File: src/rtl/s27_bist_pkg.sv
// Shared types and polynomial helpers for the s27 BIST driver/checker.
package s27_bist_pkg;

   typedef enum logic [2:0] {
      ST_IDLE,
      ST_INIT,
      ST_RUN,
      ST_COMPARE,
      ST_DONE
   } state_t;

   localparam logic [7:0]  LFSR_TAPS = 8'hB8;
   localparam logic [15:0] MISR_POLY = 16'h1021;

   // Fibonacci step for x^8+x^6+x^5+x^4+1: taps on bits 7,5,4,3.
   function automatic logic [7:0] lfsr_next(input logic [7:0] lfsr);
      return {lfsr[6:0], ^(lfsr & LFSR_TAPS)};
   endfunction

   function automatic logic [15:0] misr_next(input logic [15:0] misr, input logic din);
      return {misr[14:0], 1'b0} ^ ((misr[15] ^ din) ? MISR_POLY : 16'h0000);
   endfunction

endpackage

File: src/rtl/s27_bist_misr.sv
// 16-bit serial-input signature register; clear has priority over enable.
module s27_bist_misr
   import s27_bist_pkg::*;
(
   input  logic        clk_sys,
   input  logic        rst,
   input  logic        clr,
   input  logic        en,
   input  logic        din,
   output logic [15:0] sig
);

   logic [15:0] sig_q;
   logic [15:0] sig_d;

   always_comb begin
      sig_d = sig_q;
      if (clr) begin
         sig_d = 16'h0000;
      end else if (en) begin
         sig_d = misr_next(sig_q, din);
      end
   end

   always_ff @(posedge clk_sys or posedge rst) begin
      if (rst) begin
         sig_q <= 16'h0000;
      end else begin
         sig_q <= sig_d;
      end
   end

   assign sig = sig_q;

endmodule

File: src/rtl/s27_bist_ctrl.sv
// BIST controller for s27: LFSR stimulus on G0..G3, MISR compaction of G17,
// signature compare against GOLDEN.
//
//   state      | meaning
//   -----------+--------------------------------------------------
//   ST_IDLE    | after reset, waiting for START
//   ST_INIT    | INIT_VEC held for INIT_CYCLES cycles, G17 ignored
//   ST_RUN     | LFSR vector applied, G17 absorbed, PATTERNS cycles
//   ST_COMPARE | one cycle, signature compared against GOLDEN
//   ST_DONE    | result held, START re-arms
module s27_bist_ctrl
   import s27_bist_pkg::*;
#(
   parameter int          PATTERNS    = 255,
   parameter int          INIT_CYCLES = 4,
   parameter logic [3:0]  INIT_VEC    = 4'b0000,
   parameter logic [7:0]  LFSR_SEED   = 8'h01,
   parameter logic [15:0] GOLDEN      = 16'h0000
)
(
   input  logic        CK,
   input  logic        RST,
   input  logic        START,
   output logic        G0,
   output logic        G1,
   output logic        G2,
   output logic        G3,
   input  logic        G17,
   output logic        BUSY,
   output logic        DONE,
   output logic        PASS,
   output logic [15:0] SIGNATURE
);

   // An all-zero seed would lock the LFSR, so it is replaced by 8'h01.
   localparam logic [7:0]  SEED_EFF  = (LFSR_SEED == 8'h00) ? 8'h01 : LFSR_SEED;
   localparam logic [15:0] PAT_LAST  = 16'(PATTERNS - 1);
   localparam logic [15:0] INIT_LAST = 16'(INIT_CYCLES - 1);

   state_t      state_q, state_d;
   logic [15:0] cnt_q, cnt_d;
   logic [7:0]  lfsr_q, lfsr_d;
   logic [3:0]  vec_q, vec_d;
   logic        done_q, done_d;
   logic        pass_q, pass_d;
   logic        misr_clr;
   logic        misr_en;
   logic [15:0] misr_sig;

   always_comb begin
      state_d  = state_q;
      cnt_d    = cnt_q;
      lfsr_d   = lfsr_q;
      vec_d    = vec_q;
      done_d   = done_q;
      pass_d   = pass_q;
      misr_clr = 1'b0;
      misr_en  = 1'b0;
      case (state_q)
         ST_IDLE, ST_DONE: begin
            if (START) begin
               cnt_d    = 16'h0000;
               lfsr_d   = SEED_EFF;
               done_d   = 1'b0;
               pass_d   = 1'b0;
               misr_clr = 1'b1;
               if (INIT_CYCLES != 0) begin
                  state_d = ST_INIT;
                  vec_d   = INIT_VEC;
               end else if (PATTERNS != 0) begin
                  state_d = ST_RUN;
                  vec_d   = SEED_EFF[3:0];
               end else begin
                  state_d = ST_COMPARE;
                  vec_d   = 4'b0000;
               end
            end
         end
         ST_INIT: begin
            if (cnt_q == INIT_LAST) begin
               cnt_d = 16'h0000;
               if (PATTERNS != 0) begin
                  state_d = ST_RUN;
                  vec_d   = lfsr_q[3:0];
               end else begin
                  state_d = ST_COMPARE;
                  vec_d   = 4'b0000;
               end
            end else begin
               cnt_d = cnt_q + 16'd1;
            end
         end
         ST_RUN: begin
            // G17 reflects vec_q this cycle; the next vector comes from the advanced LFSR.
            misr_en = 1'b1;
            lfsr_d  = lfsr_next(lfsr_q);
            if (cnt_q == PAT_LAST) begin
               cnt_d   = 16'h0000;
               state_d = ST_COMPARE;
               vec_d   = 4'b0000;
            end else begin
               cnt_d = cnt_q + 16'd1;
               vec_d = lfsr_d[3:0];
            end
         end
         ST_COMPARE: begin
            pass_d  = (misr_sig == GOLDEN);
            done_d  = 1'b1;
            state_d = ST_DONE;
            vec_d   = 4'b0000;
         end
         default: begin
            state_d = ST_IDLE;
            vec_d   = 4'b0000;
         end
      endcase
   end

   always_ff @(posedge CK or posedge RST) begin
      if (RST) begin
         state_q <= ST_IDLE;
         cnt_q   <= 16'h0000;
         lfsr_q  <= LFSR_SEED;
         vec_q   <= 4'b0000;
         done_q  <= 1'b0;
         pass_q  <= 1'b0;
      end else begin
         state_q <= state_d;
         cnt_q   <= cnt_d;
         lfsr_q  <= lfsr_d;
         vec_q   <= vec_d;
         done_q  <= done_d;
         pass_q  <= pass_d;
      end
   end

   s27_bist_misr u_misr (
      .clk_sys (CK),
      .rst     (RST),
      .clr     (misr_clr),
      .en      (misr_en),
      .din     (G17),
      .sig     (misr_sig)
   );

   assign G0        = vec_q[0];
   assign G1        = vec_q[1];
   assign G2        = vec_q[2];
   assign G3        = vec_q[3];
   assign BUSY      = (state_q == ST_INIT) || (state_q == ST_RUN) || (state_q == ST_COMPARE);
   assign DONE      = done_q;
   assign PASS      = pass_q;
   assign SIGNATURE = misr_sig;

endmodule
File: config.mk
export PLATFORM = sky130hd
export DESIGN_NAME = s27_bist_ctrl
export DESIGN_NICKNAME = d
export VERILOG_FILES = /design/src/rtl/s27_bist_pkg.sv /design/src/rtl/s27_bist_misr.sv /design/src/rtl/s27_bist_ctrl.sv
export SDC_FILE = /design/constraint.sdc
export NUM_CORES = 1
export LEC_CHECK = 0
export BUFFER_PORTS_ARGS = -buffer_cell sky130_fd_sc_hd__buf_2
export CAP_MARGIN = 40
export CORE_ASPECT_RATIO = 0.7
export CORE_UTILIZATION = 45
export CTS_CLUSTER_SIZE = 25
export DETAILED_ROUTE_END_ITERATION = 6
export PLACE_DENSITY = 0.65
export REMOVE_ABC_BUFFERS = 1
export SLEW_MARGIN = 30
export SYNTH_ARGS = -nofsm -noshare
export SYNTH_HDL_FRONTEND = slang
export SYNTH_SLANG_ARGS = --single-unit
File: constraint.sdc
create_clock -name CK -period 2.2 [get_ports CK]
set_input_delay 0.33 -clock CK [delete_from_list [all_inputs] [get_ports CK]]
set_output_delay 0.33 -clock CK [all_outputs]
set_load 0.02 [all_outputs]
After elaboration in Yosys (flattened, before gate mapping)
Index checks and enable logic that the tools add are counted.
{ "classes": {"add_sub_neg": 1, "eq_ne": 9, "muxes": 23, "bitwise": 2, "n_reduce_logical": 15} }
{ "ops": {"columns": ["op", "n"], "rows": [
  ["16-bit 2-to-1 mux", 5],
  ["16-bit one-hot mux with 3 select lines", 1],
  ["16-bit by 1-bit adder with 16-bit output (second input constant)", 1],
  ["16-bit by 2-bit == test with 1-bit output (second input constant)", 1],
  ["16-bit by 8-bit == test with 1-bit output (second input constant)", 1],
  ["16-bit logical NOT", 1],
  ["8-bit one-hot mux with 2 select lines", 1],
  ["16-bit XOR", 1],
  ["13-bit 2-to-1 mux", 1],
  ["4-bit 2-to-1 mux", 3],
  ["3-bit one-hot mux with 4 select lines", 1],
  ["4-bit one-hot mux with 3 select lines", 1],
  ["3-bit 2-to-1 mux", 3],
  ["8-bit 2-to-1 mux", 1],
  ["2-bit AND reduction", 4],
  ["8-bit XOR reduction", 1],
  ["3-bit by 2-bit == test with 1-bit output (second input constant)", 2],
  ["2-bit inequality test (second input constant)", 3],
  ["2-bit nonzero test", 3],
  ["1-bit 2-to-1 mux", 4],
  ["1-bit one-hot mux with 2 select lines", 2],
  ["3-bit by 1-bit == test with 1-bit output (second input constant)", 1],
  ["3-bit == test (second input constant)", 1],
  ["3-bit logical NOT", 1],
  ["5 further kinds", 6]
]} }
{ "word_totals": {"reg_bits": 49, "inputBits": 4, "out_inout_bits": 23, "wordCells": 57} }

Depth between registers and ports, before layout
Gate-level depths: netlist of run 1.
{ "depth": {"word_depth": 5, "depth_mapped": 8, "depth_no_buf": 7} }

By module
Synthesis of run 1 repeated with hierarchy kept, for this count alone.
{ "unflattened": {"cells_unflattened": 234, "area_unflattened_um2": 2448.6} }
{ "by_module_without_submodules": {"columns": ["mod", "instances", "cells_per_inst", "area_per_inst_um2", "seq_area_each_um2"], "rows": [
  ["s27_bist_ctrl", 1, 175, 1751.7, 827.0],
  ["s27_bist_misr", 1, 59, 696.9, 400.4]
]} }

Worst setup path after synthesis of run 1
Ideal clock, no wire load.
{ "synth_timing": {"kind": "register to register", "startpoint": "reg cnt_q[0]", "endpoint": "reg cnt_q[5]", "setup_ns": 0.119, "t_arrival_ns": 1.766, "required_time_ns": 2.081, "slack_ns": 0.315, "stages_incl_launch_ff": 9, "path_buffers": 2, "period_less_slack_ns": 1.885, "path_cell_list": "dfrtp_1 > ha_1 > buf_4 > nor4b_2 > nand4_2 > a21oi_4 > nor3b_4 > buf_6 > nor2_1"} }
{ "synth_between": {"elab_chain_cells": 3, "word_cells_on_any_way": 6, "cone_classes": "1 x add/sub; 2 x eq/ne; 3 x mux"} }
{ "synth_lines": {"columns": ["element", "line", "text"], "rows": [
  ["start: declaration", "s27_bist_ctrl.sv:41", "logic [15:0] cnt_q, cnt_d;"],
  ["start signal: assignment", "s27_bist_ctrl.sv:129", "cnt_q <= cnt_d;"],
  ["16-bit by 1-bit adder with 16-bit output (tied with other cells)", "s27_bist_ctrl.sv:90, s27_bist_ctrl.sv:102", null],
  ["16-bit 2-to-1 mux, on equally long branches", "s27_bist_ctrl.sv:97, s27_bist_ctrl.sv:80", null],
  ["16-bit one-hot mux with 3 select lines (*)", "s27_bist_ctrl.sv:59", "case (state_q)"]
]} }
Mark *: on every way between the ends. The rest lies on a longest branch, timed or not.
A chain may end at the register's enable or synchronous reset.

Worst setup path after layout of run 1
{ "layout_timing": {"startpoint": "reg cnt_q[1]", "endpoint": "reg cnt_q[4]"} }
Same word-level chain as after synthesis.

==> impl_metrics.env, run 1 <==
export IMPL_pwr_share_seq_pct=40.2
export IMPL_synthTopCellsByArea="dfrtp_1 (50%), nand2_1 (6.0%), xor2_1 (4.3%)"
export IMPL_initial_core_util_pct=48.8
export IMPL_worstPathCellList="ha_1, nor4b_2, nand4_2, a21oi_4, nor3b_4, buf_4, nor2_1"
export IMPL_fin_setup_tns_ps=0
export IMPL_portBuffers=26
export IMPL_crit_buf_inv=1
export IMPL_rows=21
export IMPL_dieArea_um2=5690
export IMPL_syn_area_um2=2420
export IMPL_slowest_delay_ps=440
export IMPL_cts_buffers=5
export IMPL_critical_path_top_delay_family="simple AND/OR/NAND/NOR gates"
export IMPL_grt_pass1_vias=1822
export IMPL_hold_viol=0
export IMPL_ys_types=47
export IMPL_synth_top_cells_by_count="dfrtp_1 (48), nand2_1 (39), nor2_1 (20)"
export IMPL_slew_headroom_pct=62.5
export IMPL_timing_fmax_mhz=500
export IMPL_antenna_cells=0
export IMPL_io_pins=27
export IMPL_root_buffer="clkbuf_8"
export IMPL_place_area_um2=2630
export IMPL_synth_seq_area_share_pct=50.6
export IMPL_fin_hold_ws_ps=52.6
export IMPL_crit_path_start_kind="flip-flop"
export IMPL_cts_hold_buf=0
export IMPL_clk_latency_ps=300
export IMPL_combPwrFrac_pct=43.9
export IMPL_arrival_ps=2180
export IMPL_die_h_um=63.4
export IMPL_syn_to_final_growth_pct=12.4
export IMPL_yosysTopAreaCell="dfrtp_1"
export IMPL_worstPathRequired_ps=2380
export IMPL_drc=0
export IMPL_ys_flop_type="dfrtp_1"
export IMPL_p_sw_share_pct=43.6
export IMPL_grt_pass1_wl_mm=8.98
export IMPL_async_flop_share_pct=100
export IMPL_max_vdd_ir_drop_v=0.000615
export IMPL_critPathCaptureType="flip-flop"
export IMPL_maxSlewViolCount=0
export IMPL_power_switching_w=0.00146
export IMPL_synth_edf_count=0
export IMPL_ys_ff_latch=49
export IMPL_p_leak_nw=1.23
export IMPL_final_util_pct=54.9
export IMPL_ys_warn_count=0
export IMPL_crit_type="reg -> reg"
export IMPL_cts_tree="built"
export IMPL_cts_setup_buffers=0
export IMPL_stdcell_area_um2=2720
export IMPL_clkPwrFrac_pct=15.8
export IMPL_overflow=0
export IMPL_status="complete, no violations"
export IMPL_intPower_w=0.00189
export IMPL_drive_gt1_share_pct=21.8
export IMPL_dp_hpwl_mm=3.51
export IMPL_period_minus_slack_ps=2000
export IMPL_clock_sinks=49
export IMPL_cts_buffer_depth=2
export IMPL_tightestPinTransition_ps=561
export IMPL_cts_clk_slew_worst_paths_ps=90
export IMPL_drt_initial_drc_count=131
export IMPL_track_usage_pct=19.9
export IMPL_viasPerCell=5.38
export IMPL_dieWidth_um=89.7
export IMPL_antenna_left=0
export IMPL_grt_max_degree=50
export IMPL_holdCritPathClass="in -> async"
export IMPL_slowest_stage="dfrtp_1"
export IMPL_critPathMaxFanout=12
export IMPL_power_density_nw_per_um2=1230
export IMPL_vias=1830
export IMPL_setup_violations=0
export IMPL_place_ws_ps=191
export IMPL_yosysMostFrequentCell="dfrtp_1"
export IMPL_grt_setup_unrepaired="no"
export IMPL_htree_levels=2
export IMPL_fillers=433
export IMPL_worst_slack_ps=201
export IMPL_post_cts_resized=0
export IMPL_layout_nets=276
export IMPL_period_share_pct=90.9
export IMPL_globalplace_congestion=0.754
export IMPL_seq_area_um2=1230
export IMPL_multi_input_area_um2=1100
export IMPL_core_area_um2=4970
export IMPL_synth_top_area_share_pct=49.6
export IMPL_first_pass_iters=4
export IMPL_wirelength_mm=5.00
export IMPL_syn_avg_cell_area_um2=10.1
export IMPL_syn_inst=241
export IMPL_wire_per_inst_um=14.7
export IMPL_maxCapViolations=0
export IMPL_antenna_found_initial=0
export IMPL_final_setup_skew_ps=8.48
==> tightest hold or removal path, stage by stage <==
cell and delay [ps]:
buf_2 100, inv_2 60, buf_12 240
==> cell families after synthesis <==
logic type	Yosys count	synth area share, %
xor gates and xnor gates	18	6.50
and+or+nand+nor	106	23.9
buffers and inverters	18	4.03
DFF	49	50.6
AOI/OAI and AO/OA	47	13.5
adders and majority gates	3	1.45
==> state kept, by name, indices dropped and copies added, names as in the netlist <==
signal / count
DONE: 1
PASS: 1
cnt_q: 16
lfsr_q: 8
state_q: 3
u_misr.sig: 16
vec_q: 4
==> metal layers <==
layer  vias up  part of all wire [%]  track usage [%]
met5         -                     0                0
met4         0                  0.68             6.35
met3         2                   4.3             3.38
met2        39                    42             27.7
met1       883                    53             31.0
li1        906                     -                -
==> metrics by stage <==
step	total power (W)	instances
2_1_floorplan	0.00233	230
3_3_place_gp	0.00279	331
3_5_place_dp	0.00282	331
4_1_cts	0.00336	339
5_1_grt	0.00360	340
6_report	0.00334	340
==> power by group through the flow <==
stage,clock (W),combinational [W],sequential (W)
after floorplan,0,0.000893,0.00144
after global placement,0,0.00144,0.00135
after detailed placement,0,0.00146,0.00136
after CTS,0.000550,0.00147,0.00134
after global routing,0.000587,0.00164,0.00138
final,0.000530,0.00147,0.00135
==> layout make-up <==
type / instances / area share, %
multi-input combinational: 174 / 40.3
clock inverter: 3 / 0.781
inverter: 7 / 0.965
clock buffer: 5 / 2.53
timing repair buffer: 33 / 7.17
tap: 69 / 3.17
sequential: 49 / 45.1
==> path summary, 6_finish.rpt <==
check	cells past startpoint	startpoint	slack, ps	to
min reg2reg	1	lfsr_q[6]	520	lfsr_q[6]
max in group asynchronous	3	RST	1880	lfsr_q[0]
min	3	RST	50	u_misr.sig[2]
max	7	cnt_q[1]	200	cnt_q[4]
max reg2reg	7	cnt_q[1]	200	cnt_q[4]
min in group CK	4	START	380	state_q[2]
==> cell usage in the layout, fill, tap and decap left out, drive strengths merged <==
cell	netlist	final
a211oi	1	1
ha	2	2
nand3b	1	1
xnor2	6	6
nand2	39	39
dfrtp	48	48
a21boi	6	6
nor2	23	23
or3b	3	3
clkbuf	3	5
maj3	1	1
a32o	1	1
o2bb2ai	1	1
dfstp	1	1
buf	8	33
and4	2	2
o22ai	1	1
a31oi	2	2
a22o	8	8
inv	7	8
nor4b	1	1
nand4	9	9
nor2b	2	2
and2b	1	1
xor2	12	12
a21oi	16	16
nor3	6	6
and3	1	1
clkinvlp	0	1
nand3	9	9
nor4	7	7
clkinv	0	1
o21ai	11	11
nor3b	2	2
(Power assumes the default switching activity.)
==> run 2: changes to the inputs <==
Settings changed: REMOVE_ABC_BUFFERS 1 to not set.
Clock period 2.2 ns to 1.92 ns, I/O delays scaled along.
==> run 2 against run 1 <==
  * Sequential power grew 13%
  * Setup slack lost 84 ps
  * Count of clock-buffer cells in the layout grew 1
  * Combinational power grew 29%
  * Fmax grew 11%
  * Register-to-register slack lost 80 ps
  * Non-clock buffer count grew 6
  * Critical path type unchanged
  * Critical endpoint unchanged
  * Largest power group unchanged
==> impl_metrics.env, run 2 (synthesis gave the netlist of run 1 again) <==
export IMPL_status="complete, no violations"
export IMPL_dieArea_um2=5690
export IMPL_dp_hpwl_mm=3.51
export IMPL_drt_initial_drc_count=204
export IMPL_fin_hold_ws_ps=4.96
export IMPL_antenna_left=0
export IMPL_p_leak_nw=1.26
export IMPL_hold_viol=0
export IMPL_drc=0
export IMPL_dieWidth_um=89.7
export IMPL_arrival_ps=1990
export IMPL_wire_per_inst_um=14.9
export IMPL_maxSlewViolCount=0
export IMPL_grt_pass1_wl_mm=8.74
export IMPL_portBuffers=26
export IMPL_worstPathCellList="ha_1, nor4b_4, nand4_2, a21oi_4, nor3b_4, buf_12, nor2_1"
export IMPL_highest_layer="met4"
export IMPL_finalPower_w=0.00402
export IMPL_worst_slack_ps=117
export IMPL_drive_gt1_share_pct=23.5
export IMPL_globalplace_congestion=0.800
export IMPL_die_h_um=63.4
export IMPL_cts_buffers=5
export IMPL_maxCapViolations=0
export IMPL_io_pins=27
export IMPL_crit_buf_inv=1
export IMPL_max_vdd_ir_drop_v=0.000668
export IMPL_htree_levels=2
export IMPL_place_ws_ps=109
export IMPL_crit_path_start_kind="flip-flop"
export IMPL_final_common_cell="dfrtp_1"
export IMPL_mostFrequentLayoutCells="dfrtp_1 (48), nand2_1 (39), buf_2 (26)"
export IMPL_critPathCaptureType="flip-flop"
export IMPL_power_density_nw_per_um2=1440
export IMPL_cts_tree="built"
export IMPL_timing_fmax_mhz=555
export IMPL_clock_sinks=49
export IMPL_rows=21
export IMPL_wl_met2_mm=2.08
export IMPL_final_setup_skew_ps=9.51
export IMPL_core_area_um2=4970
export IMPL_overflow=0
export IMPL_grt_max_degree=50
export IMPL_cts_hold_buf=0
export IMPL_vias=1864
export IMPL_antenna_cells=0
export IMPL_grt_pass1_vias=1661
export IMPL_initial_core_util_pct=48.8
export IMPL_synthesis_nets=247
export IMPL_viasPerCell=5.39
export IMPL_reg2reg_setup_slack_ps=120
export IMPL_first_pass_iters=5
export IMPL_track_usage_pct=19.6
export IMPL_crit_type="reg -> reg"
export IMPL_clk_latency_ps=300
export IMPL_period_minus_slack_ps=1800
export IMPL_cts_clk_slew_worst_paths_ps=90
export IMPL_fin_setup_tns_ps=0
export IMPL_grt_setup_unrepaired="no"
export IMPL_slowest_delay_ps=430
export IMPL_antenna_found_initial=0
export IMPL_root_buffer="clkbuf_8"
export IMPL_critPathMaxFanout=12
export IMPL_slew_headroom_pct=67.0
export IMPL_slowest_stage="dfrtp_1"
export IMPL_period_share_pct=93.9
export IMPL_syn_to_final_growth_pct=15.1
export IMPL_wirelength_mm=5.15
export IMPL_critical_path_top_delay_family="simple AND/OR/NAND/NOR gates"
export IMPL_worstPathRequired_ps=2110
export IMPL_setup_violations=0
export IMPL_cts_buffer_depth=2
export IMPL_tightestPinTransition_ps=491
export IMPL_layout_nets=282
export IMPL_holdCritPathClass="in -> async"
export IMPL_met3_length_um=321
export IMPL_route_layer_met1_wl_mm=2.71
run 2: cell count changes in the layout (fill, tap and decap cells not counted), sizes merged:
cell | previous run | this run
buf | 33 | 39
clkbuf | 5 | 6
clkinv | 1 | 0
clkinvlp | 1 | 2
inv | 8 | 7
run 2: timing repair:
action / in CTS / in global routing
gates resized for setup: 0 / 2
setup buffers: 0 / 0
endpoints found under the setup margin: 0 / 14
run 2: power breakdown:
group          total, W  switching (W)  leakage (nW)  internal, W
logic           0.00189        0.00112         0.568     0.000771
registers       0.00152       0.000251         0.659      0.00127
clock network  0.000609       0.000351        0.0374     0.000257
total           0.00402        0.00172          1.26      0.00230
run 2: metal layers:
| metal | GRT usage (%) | up-vias |
|---|---|---|
| met5 | 0 | - |
| met4 | 4.30 | 0 |
| met3 | 3.74 | 4 |
| met2 | 25.0 | 53 |
| met1 | 32.9 | 896 |
| li1 | - | 911 |
run 2: per-stage QoR:
step | utilization, % | instance area (um^2) | instances
after global placement | 54.0 | 2680 | 337
final | 56.2 | 2790 | 346
after global routing | 56.2 | 2790 | 346
after floorplan | - | 2420 | 241
after detailed placement | 54.0 | 2680 | 337
after CTS | 55.8 | 2770 | 345
run 2: area by class of cell:
class,count,area [um^2]
Clock inverter,2,15.0
Clock buffer,6,72.6
Sequential cell,49,1230
Tap cell,69,86.3
Timing Repair Buffer,39,253
Multi-Input combinational cell,174,1110
Fill cell,452,2180
Inverter,7,26.3
run 2: path summary, 6_finish.rpt:
kind / cells past startpoint / from / endpoint
max: 7 / cnt_q[0] / cnt_q[4]
max reg2reg: 7 / cnt_q[0] / cnt_q[4]
max in group asynchronous: 3 / RST / lfsr_q[0]
min: 3 / RST / vec_q[2]
min reg2reg: 1 / lfsr_q[6] / lfsr_q[6]
min in group CK: 4 / START / DONE
run 2: worst min-delay path: cells and delay by family:
family,cells,cell delay [ps]
buffers and inverters,3,410
